**src/rtl/reg_writeback_unit_pkg.sv**
```systemverilog
`default_nettype none
// ============================================================================
// Module   : reg_writeback_unit_pkg
// Brief    : Shared register-file types and constants (writeback, RF, hazards)
// Revision : 1.0
// ============================================================================
package reg_writeback_unit_pkg;

    localparam int ADDR_W    = 5;
    localparam int DATA_W    = 32;
    localparam int REG_COUNT = 32;

    localparam logic [ADDR_W-1:0] X0 = '0;

    typedef struct packed {
        logic              kill;
        logic [ADDR_W-1:0] rd;
        logic [DATA_W-1:0] data;
    } wb_entry_t;

endpackage : reg_writeback_unit_pkg
`default_nettype wire

```
**src/rtl/reg_writeback_unit_late_fifo.sv**
```systemverilog
`default_nettype none
// ============================================================================
// Module   : wb_late_fifo
// Brief    : Circular late-result buffer with kill-by-address and live-rd mask
// Revision : 1.0
// ============================================================================
module wb_late_fifo
    import reg_writeback_unit_pkg::*;
#(
    parameter int DEPTH  = 4,
    parameter int DATA_W = 32,
    parameter int ADDR_W = 5
) (
    input  logic                 clk,
    input  logic                 rst,
    input  logic                 push_i,
    input  logic [ADDR_W-1:0]    push_rd_i,
    input  logic [DATA_W-1:0]    push_data_i,
    input  logic                 pop_i,
    input  logic                 kill_en_i,
    input  logic [ADDR_W-1:0]    kill_rd_i,
    output logic                 head_kill_o,
    output logic [ADDR_W-1:0]    head_rd_o,
    output logic [DATA_W-1:0]    head_data_o,
    output logic                 full_o,
    output logic                 empty_o,
    output logic [REG_COUNT-1:0] live_mask_o
);

    localparam int PTR_W = $clog2(DEPTH);
    localparam int CNT_W = PTR_W + 1;

    logic [PTR_W-1:0]  wr_ptr_q, rd_ptr_q;
    logic [CNT_W-1:0]  count_q, count_d;
    logic [DEPTH-1:0]  valid_q, kill_q, hit;
    logic [ADDR_W-1:0] rd_q   [DEPTH];
    logic [DATA_W-1:0] data_q [DEPTH];
    logic              push_kill;

    // A same-cycle pipe write to the pushed rd makes the new entry stale on arrival.
    assign push_kill = kill_en_i && (push_rd_i == kill_rd_i);

    genvar gi;
    for (gi = 0; gi < DEPTH; gi++) begin : g_hit
        assign hit[gi] = kill_en_i && valid_q[gi] && (rd_q[gi] == kill_rd_i);
    end

    always_comb begin
        count_d = count_q;
        case ({push_i, pop_i})
            2'b10:   count_d = count_q + 1'b1;
            2'b01:   count_d = count_q - 1'b1;
            default: count_d = count_q;
        endcase
    end

    always_ff @(posedge clk or posedge rst) begin
        if (rst) begin
            wr_ptr_q <= '0;
            rd_ptr_q <= '0;
            count_q  <= '0;
            valid_q  <= '0;
            kill_q   <= '0;
        end else begin
            count_q <= count_d;
            if (push_i) wr_ptr_q <= wr_ptr_q + 1'b1;
            if (pop_i)  rd_ptr_q <= rd_ptr_q + 1'b1;
            for (int i = 0; i < DEPTH; i++) begin
                if (push_i && (wr_ptr_q == PTR_W'(i))) begin
                    valid_q[i] <= 1'b1;
                    kill_q[i]  <= push_kill;
                end else if (pop_i && (rd_ptr_q == PTR_W'(i))) begin
                    valid_q[i] <= 1'b0;
                    kill_q[i]  <= 1'b0;
                end else if (hit[i]) begin
                    kill_q[i]  <= 1'b1;
                end
            end
        end
    end

    always_ff @(posedge clk) begin
        for (int i = 0; i < DEPTH; i++) begin
            if (push_i && (wr_ptr_q == PTR_W'(i))) begin
                rd_q[i]   <= push_rd_i;
                data_q[i] <= push_data_i;
            end
        end
    end

    always_comb begin
        live_mask_o = '0;
        for (int i = 0; i < DEPTH; i++) begin
            if (valid_q[i] && !kill_q[i]) live_mask_o[rd_q[i]] = 1'b1;
        end
    end

    assign head_kill_o = kill_q[rd_ptr_q];
    assign head_rd_o   = rd_q[rd_ptr_q];
    assign head_data_o = data_q[rd_ptr_q];
    assign full_o      = (count_q == CNT_W'(DEPTH));
    assign empty_o     = (count_q == '0);

endmodule : wb_late_fifo
`default_nettype wire

```
**src/rtl/reg_writeback_unit.sv**
```systemverilog
`default_nettype none
// ============================================================================
// Module   : reg_writeback_unit
// Brief    : Merges pipeline and late writebacks into one registered RF write
// Revision : 1.0
// ============================================================================
module reg_writeback_unit
    import reg_writeback_unit_pkg::*;
#(
    parameter int DEPTH      = 4,
    parameter int DATA_W     = 32,
    parameter int ADDR_W     = 5,
    parameter int STARVE_MAX = 8
) (
    input  logic              clk,
    input  logic              rst,
    input  logic              pipe_wen_i,
    input  logic [ADDR_W-1:0] pipe_rd_i,
    input  logic [DATA_W-1:0] pipe_data_i,
    input  logic              late_valid_i,
    output logic              late_ready_o,
    input  logic [ADDR_W-1:0] late_rd_i,
    input  logic [DATA_W-1:0] late_data_i,
    output logic [ADDR_W-1:0] RDaddr_o,
    output logic [DATA_W-1:0] RDdata_o,
    output logic              RegWrite_o,
    output logic [31:0]       pend_mask_o,
    output logic              stall_o,
    output logic              fifo_full_o,
    output logic              fifo_empty_o
);

    localparam int STARVE_W = $clog2(STARVE_MAX + 1);

    logic              pipe_wr, push, pop;
    logic              fifo_full, fifo_empty, head_kill;
    logic [ADDR_W-1:0] head_rd;
    logic [DATA_W-1:0] head_data;

    logic              reg_write_q, reg_write_d;
    logic [ADDR_W-1:0] rd_addr_q, rd_addr_d;
    logic [DATA_W-1:0] rd_data_q, rd_data_d;
    logic [STARVE_W-1:0] starve_q, starve_d;

    assign pipe_wr = pipe_wen_i && (pipe_rd_i != ADDR_W'(X0));
    assign push    = late_valid_i && !fifo_full && (late_rd_i != ADDR_W'(X0));
    assign pop     = !pipe_wr && !fifo_empty;

    wb_late_fifo #(
        .DEPTH  (DEPTH),
        .DATA_W (DATA_W),
        .ADDR_W (ADDR_W)
    ) u_fifo (
        .clk         (clk),
        .rst         (rst),
        .push_i      (push),
        .push_rd_i   (late_rd_i),
        .push_data_i (late_data_i),
        .pop_i       (pop),
        .kill_en_i   (pipe_wr),
        .kill_rd_i   (pipe_rd_i),
        .head_kill_o (head_kill),
        .head_rd_o   (head_rd),
        .head_data_o (head_data),
        .full_o      (fifo_full),
        .empty_o     (fifo_empty),
        .live_mask_o (pend_mask_o)
    );

    // Address/data hold on idle and killed-pop cycles; only RegWrite drops.
    always_comb begin
        reg_write_d = 1'b0;
        rd_addr_d   = rd_addr_q;
        rd_data_d   = rd_data_q;
        if (pipe_wr) begin
            reg_write_d = 1'b1;
            rd_addr_d   = pipe_rd_i;
            rd_data_d   = pipe_data_i;
        end else if (pop && !head_kill) begin
            reg_write_d = 1'b1;
            rd_addr_d   = head_rd;
            rd_data_d   = head_data;
        end
    end

    always_comb begin
        if (fifo_empty || pop)
            starve_d = '0;
        else if (starve_q != STARVE_W'(STARVE_MAX))
            starve_d = starve_q + 1'b1;
        else
            starve_d = starve_q;
    end

    always_ff @(posedge clk or posedge rst) begin
        if (rst) begin
            reg_write_q <= 1'b0;
            rd_addr_q   <= '0;
            rd_data_q   <= '0;
            starve_q    <= '0;
        end else begin
            reg_write_q <= reg_write_d;
            rd_addr_q   <= rd_addr_d;
            rd_data_q   <= rd_data_d;
            starve_q    <= starve_d;
        end
    end

    assign RegWrite_o   = reg_write_q;
    assign RDaddr_o     = rd_addr_q;
    assign RDdata_o     = rd_data_q;
    assign stall_o      = (starve_q == STARVE_W'(STARVE_MAX));
    assign fifo_full_o  = fifo_full;
    assign fifo_empty_o = fifo_empty;
    assign late_ready_o = !fifo_full;

endmodule : reg_writeback_unit
`default_nettype wire

```
**config.mk**
```make
export PLATFORM = sky130hd
export DESIGN_NAME = reg_writeback_unit
export DESIGN_NICKNAME = d
export VERILOG_FILES = /design/src/rtl/reg_writeback_unit_pkg.sv /design/src/rtl/reg_writeback_unit_late_fifo.sv /design/src/rtl/reg_writeback_unit.sv
export SDC_FILE = /design/constraint.sdc
export NUM_CORES = 1
export LEC_CHECK = 0
export ABC_AREA = 1
export CORE_MARGIN = 10
export CORE_UTILIZATION = 27
export DETAILED_ROUTE_END_ITERATION = 12
export PLACE_DENSITY = 0.49
export SLEW_MARGIN = 10
export SYNTH_ARGS = -nofsm -noshare
export SYNTH_HDL_FRONTEND = slang
export SYNTH_SLANG_ARGS = --single-unit
```
**constraint.sdc**
```tcl
create_clock -name clk -period 3.1 [get_ports clk]
set_clock_uncertainty 0.2 [all_clocks]
set_input_delay 0.31 -clock clk [delete_from_list [all_inputs] [get_ports clk]]
set_output_delay 0.31 -clock clk [all_outputs]
set_load 0.02 [all_outputs]
```
==> key figures <==
Critical path
  • Buffers & Inverters on Critical Path: 3
  • CP Launch Type: register
  • Crit Path Class: reg2out
  • Top Family by Delay on Critical Path: buffers and inverters
  • Required time worst endpoint: 2.59 ns
  • Critical-path top delay cell: clkdlybuf4s50_1
  • Critical Path, Cell by Cell: inv_1, nand2_1, inv_1, nand3_2, o2111ai_1, clkdlybuf4s50_1
  • Worst-path fanout max: 8
  • Critical path arrival: 2.50 ns
  • Worst path most repeated cell: inv_1
  • Worst setup EP type: output port
  • Slowest stage delay, CP: 0.66 ns

Detailed routing
  • TritonRoute pass-1 iters: 8
  • Detail Route Antenna Nets: 0
  • Starting DRC count in detailed routing: 520
  • Vias: 8459
  • Routed wire per std cell: 18.34 um
  • Routed wire length: 33630 um
  • Drt drc: 0
  • Via-per-instance ratio: 4.615

Cells and area
  • Final net count: 1393
  • Synth-to-Final Area Change: 30.32%
  • Share of layout cells above drive strength 1: 9.848%
  • Finished Cell Area: 13270 um^2
  • Most frequent cells in the layout: nand2_1, edfxtp_1, nand3_1, clkdlybuf4s50_1, inv_1
  • Commonest non-fill, non-tap cell in the layout: nand2_1

Timing
  • Setup TNS: 0 ns
  • Post-layout min period: 3.014 ns
  • Final hold viol count: 0
  • Slew HR: 48.17%
  • Max Freq: 331.7 MHz
  • Final Cycle Share: 97.24%
  • Final setup violation count: 0
  • Slew @ Worst Pin: 0.7763 ns
  • Fin. max-slew vios: 0
  • RSZ-0062 raised after global routing: yes

Pwr
  • Max IR drop VDD: 0.0004157 V
  • Leak Pwr: 5.667 nW
  • Power Dens Cells: 855.9 nW/um^2

Synth
  • Post-synth ARST share: 27.80%
  • Main combinational cell family by area after synthesis: simple AND/OR/NAND/NOR gates
  • Adder and majority gate portion of the synthesized area: 1.548%
  • Synth warnings: 0
  • Synthesized area per cell: 9.005 um^2
  • Syn Inst Count: 1131
  • Syn_nets: 1221
  • Post-synthesis cell type count: 34
  • XOR/XNOR Fraction of Synth Area: 1.290%
  • Sequential element share of the synthesized area: 57.64%
  • Synth Area in Simple Gates: 28.59%
  • Number of synthesized flops with an enable pin: 148
  • Mux cell area share after synthesis: 0%
  • Compound-Gate Fraction of Synth Area: 4.509%
  • Main synth FF type: edfxtp_1
  • Mapped Area: 10180 um^2
  • Count of state elements after synthesis: 205

Global routing
  • Total global routing overflow: 0
  • Largest net degree at the start of global routing: 51
  • First-pass GRT wire length: 51970 um
  • Vias in the first global route: 8579
  • GRT Total Usage: 14.23%
  • Antenna violations before repair: 3

Clock tree
  • Clock latency on the worst-skew pair: 0.52 ns
  • CTS tree: built
  • Hold bufs inserted after CTS: 0
  • Clk root buf: clkbuf_16
  • H-tree depth: 1
  • Clock sinks: 205
  • CTS buffer count: 23
  • Longest Clk Path Bufs: 3
  • Register clock-pin slew on the reported worst setup and hold paths: 0.06 ns

Placement
  • DP Area: 12310 um^2
  • RD Place Congestion: 0.9421
  • Port Buf Inserts: 151
  • HPWL after DPL: 22780 um

Die
  • Die width: 214.2 um
  • Die Span Y: 214.2 um
  • Top-level port count: 152
  • CORE AREA: 37400 um^2
  • Num rows: 71
  • Initial Utilization: 27.23%
  • Die area: 45890 um^2

Job
  • Max Cap Violations: 0

Worst hold path
  • HP Class: in2async

Outcome
  • Status: completed
[area by class of cell]
| class | count | area, um^2 |
|---|---|---|
| Fill cell | 3828 | 24130 |
| Sequential cell | 205 | 5873 |
| Multi-Input combinational cell | 786 | 3736 |
| Timing Repair Buffer | 201 | 1933 |
| Clock buffer | 35 | 680.7 |
| Tap cell | 511 | 639.4 |
| Inverter | 86 | 327.8 |
| Clock inverter | 7 | 77.57 |
| Antenna cell | 2 | 5.005 |
[power by group]
| group | switching [mW] | total [mW] | internal, mW |
|---|---|---|---|
| logic | 3.01 | 4.60 | 1.59 |
| clock network | 1.09 | 2.70 | 1.61 |
| registers | 0.345 | 4.06 | 3.72 |
| total | 4.45 | 11.4 | 6.91 |
[Yosys cell counts, types with 3 or more instances]
| cell | instances | area [um^2] |
|---|---|---|
| nand2_1 | 464 | 1742 |
| edfxtp_1 | 148 | 4444 |
| nand3_1 | 145 | 725.7 |
| inv_1 | 77 | 289.0 |
| dfrtp_1 | 57 | 1426 |
| buf_2 | 30 | 150.1 |
| nor2_1 | 28 | 105.1 |
| nor3_1 | 21 | 105.1 |
| a21oi_1 | 14 | 70.07 |
| a22oi_1 | 13 | 97.59 |
| nand4_1 | 12 | 75.07 |
| o21ai_0 | 12 | 60.06 |
| ha_1 | 11 | 137.6 |
| clkbuf_1 | 10 | 37.54 |
| o2111ai_1 | 10 | 87.58 |
| o22ai_1 | 10 | 62.56 |
| buf_6 | 9 | 101.4 |
| xnor2_1 | 9 | 78.83 |
| o211ai_1 | 8 | 60.06 |
| nand3_2 | 6 | 60.06 |
| xor2_1 | 6 | 52.55 |
| buf_4 | 5 | 37.54 |
| or2_2 | 5 | 31.28 |
| inv_2 | 4 | 15.01 |
| clkinv_1 | 3 | 11.26 |
[per-layer routing]
metal,routed length (um),track usage [%],part of all wire (%)
met4,777,4.349,2.3
met1,14510,17.70,43
met3,2019,2.581,6.0
met2,16280,24.54,48
met5,31,0,0.092
[flip-flops by register name, summed over array words and instances, names as in the netlist]
register	flops
u_fifo.rd_ptr_q	2
u_fifo.valid_q	4
RegWrite_o	1
u_fifo.rd_q	20
starve_q	4
u_fifo.wr_ptr_q	2
u_fifo.count_q	3
RDaddr_o	5
u_fifo.data_q	128
u_fifo.kill_q	4
RDdata_o	32
[cell families after synthesis]
group / Yosys count
flops: 205
xor+xnor: 15
buf+inv: 140
simple gates: 689
fa+ha+maj: 12
compound gates: 70
[path summary, 6_finish.rpt]
check / from / depth (start not counted) / endpoint / slack, ns
setup / recovery: u_fifo.kill_q[2]$_DFFE_PP0P_ / 6 / pend_mask_o[8] / 0.09
hold / removal: rst / 2 / RDdata_o[13]$_DFFE_PP0P_ / 0.05
setup reg to reg: u_fifo.count_q[0]$_DFFE_PP0P_ / 9 / u_fifo.count_q[2]$_DFFE_PP0P_ / 0.84
hold reg to reg: RDdata_o[1]$_DFFE_PP0P_ / 2 / RDdata_o[1]$_DFFE_PP0P_ / 0.28
max in group asynchronous: rst / 3 / RDdata_o[22]$_DFFE_PP0P_ / 1.98
min in group clk: pipe_data_i[0] / 5 / RDdata_o[0]$_DFFE_PP0P_ / 0.21
[per-stage QoR]
| stage | util, % | hold WS (ns) | setup slack (ns) | power, mW | std cells |
|---|---|---|---|---|---|
| floorplan | - | 0.2089 | 0.8069 | 6.834 | 1131 |
| global placement | 32.92 | 0.2648 | 0.2491 | 8.716 | 1774 |
| detailed placement | 32.92 | 0.2647 | 0.2500 | 8.748 | 1774 |
| CTS | 35.11 | 0.05507 | -0.07066 | 11.53 | 1822 |
| global route | 35.48 | 0.09247 | -0.03832 | 12.15 | 1832 |
| finish | 35.49 | 0.04891 | 0.08556 | 11.36 | 1833 |
[timing repair]
item	4_1_cts	5_1_grt
gates cloned	0	0
endpoints found under the setup margin	22	22
buffers inserted	6	9
resized for setup	8	17
pin swaps	0	1
[worst reg2reg max path: stages (launching register included)]
cell and delay [ns]:
dfrtp_1 0.41, nor2_2 0.17, a21boi_1 0.15, nand2_1 0.18, ha_1 0.17, inv_1 0.07, fa_1 0.37, a21oi_1 0.15
o21ai_0 0.11, xor2_1 0.15
(Power assumes the default switching activity.)
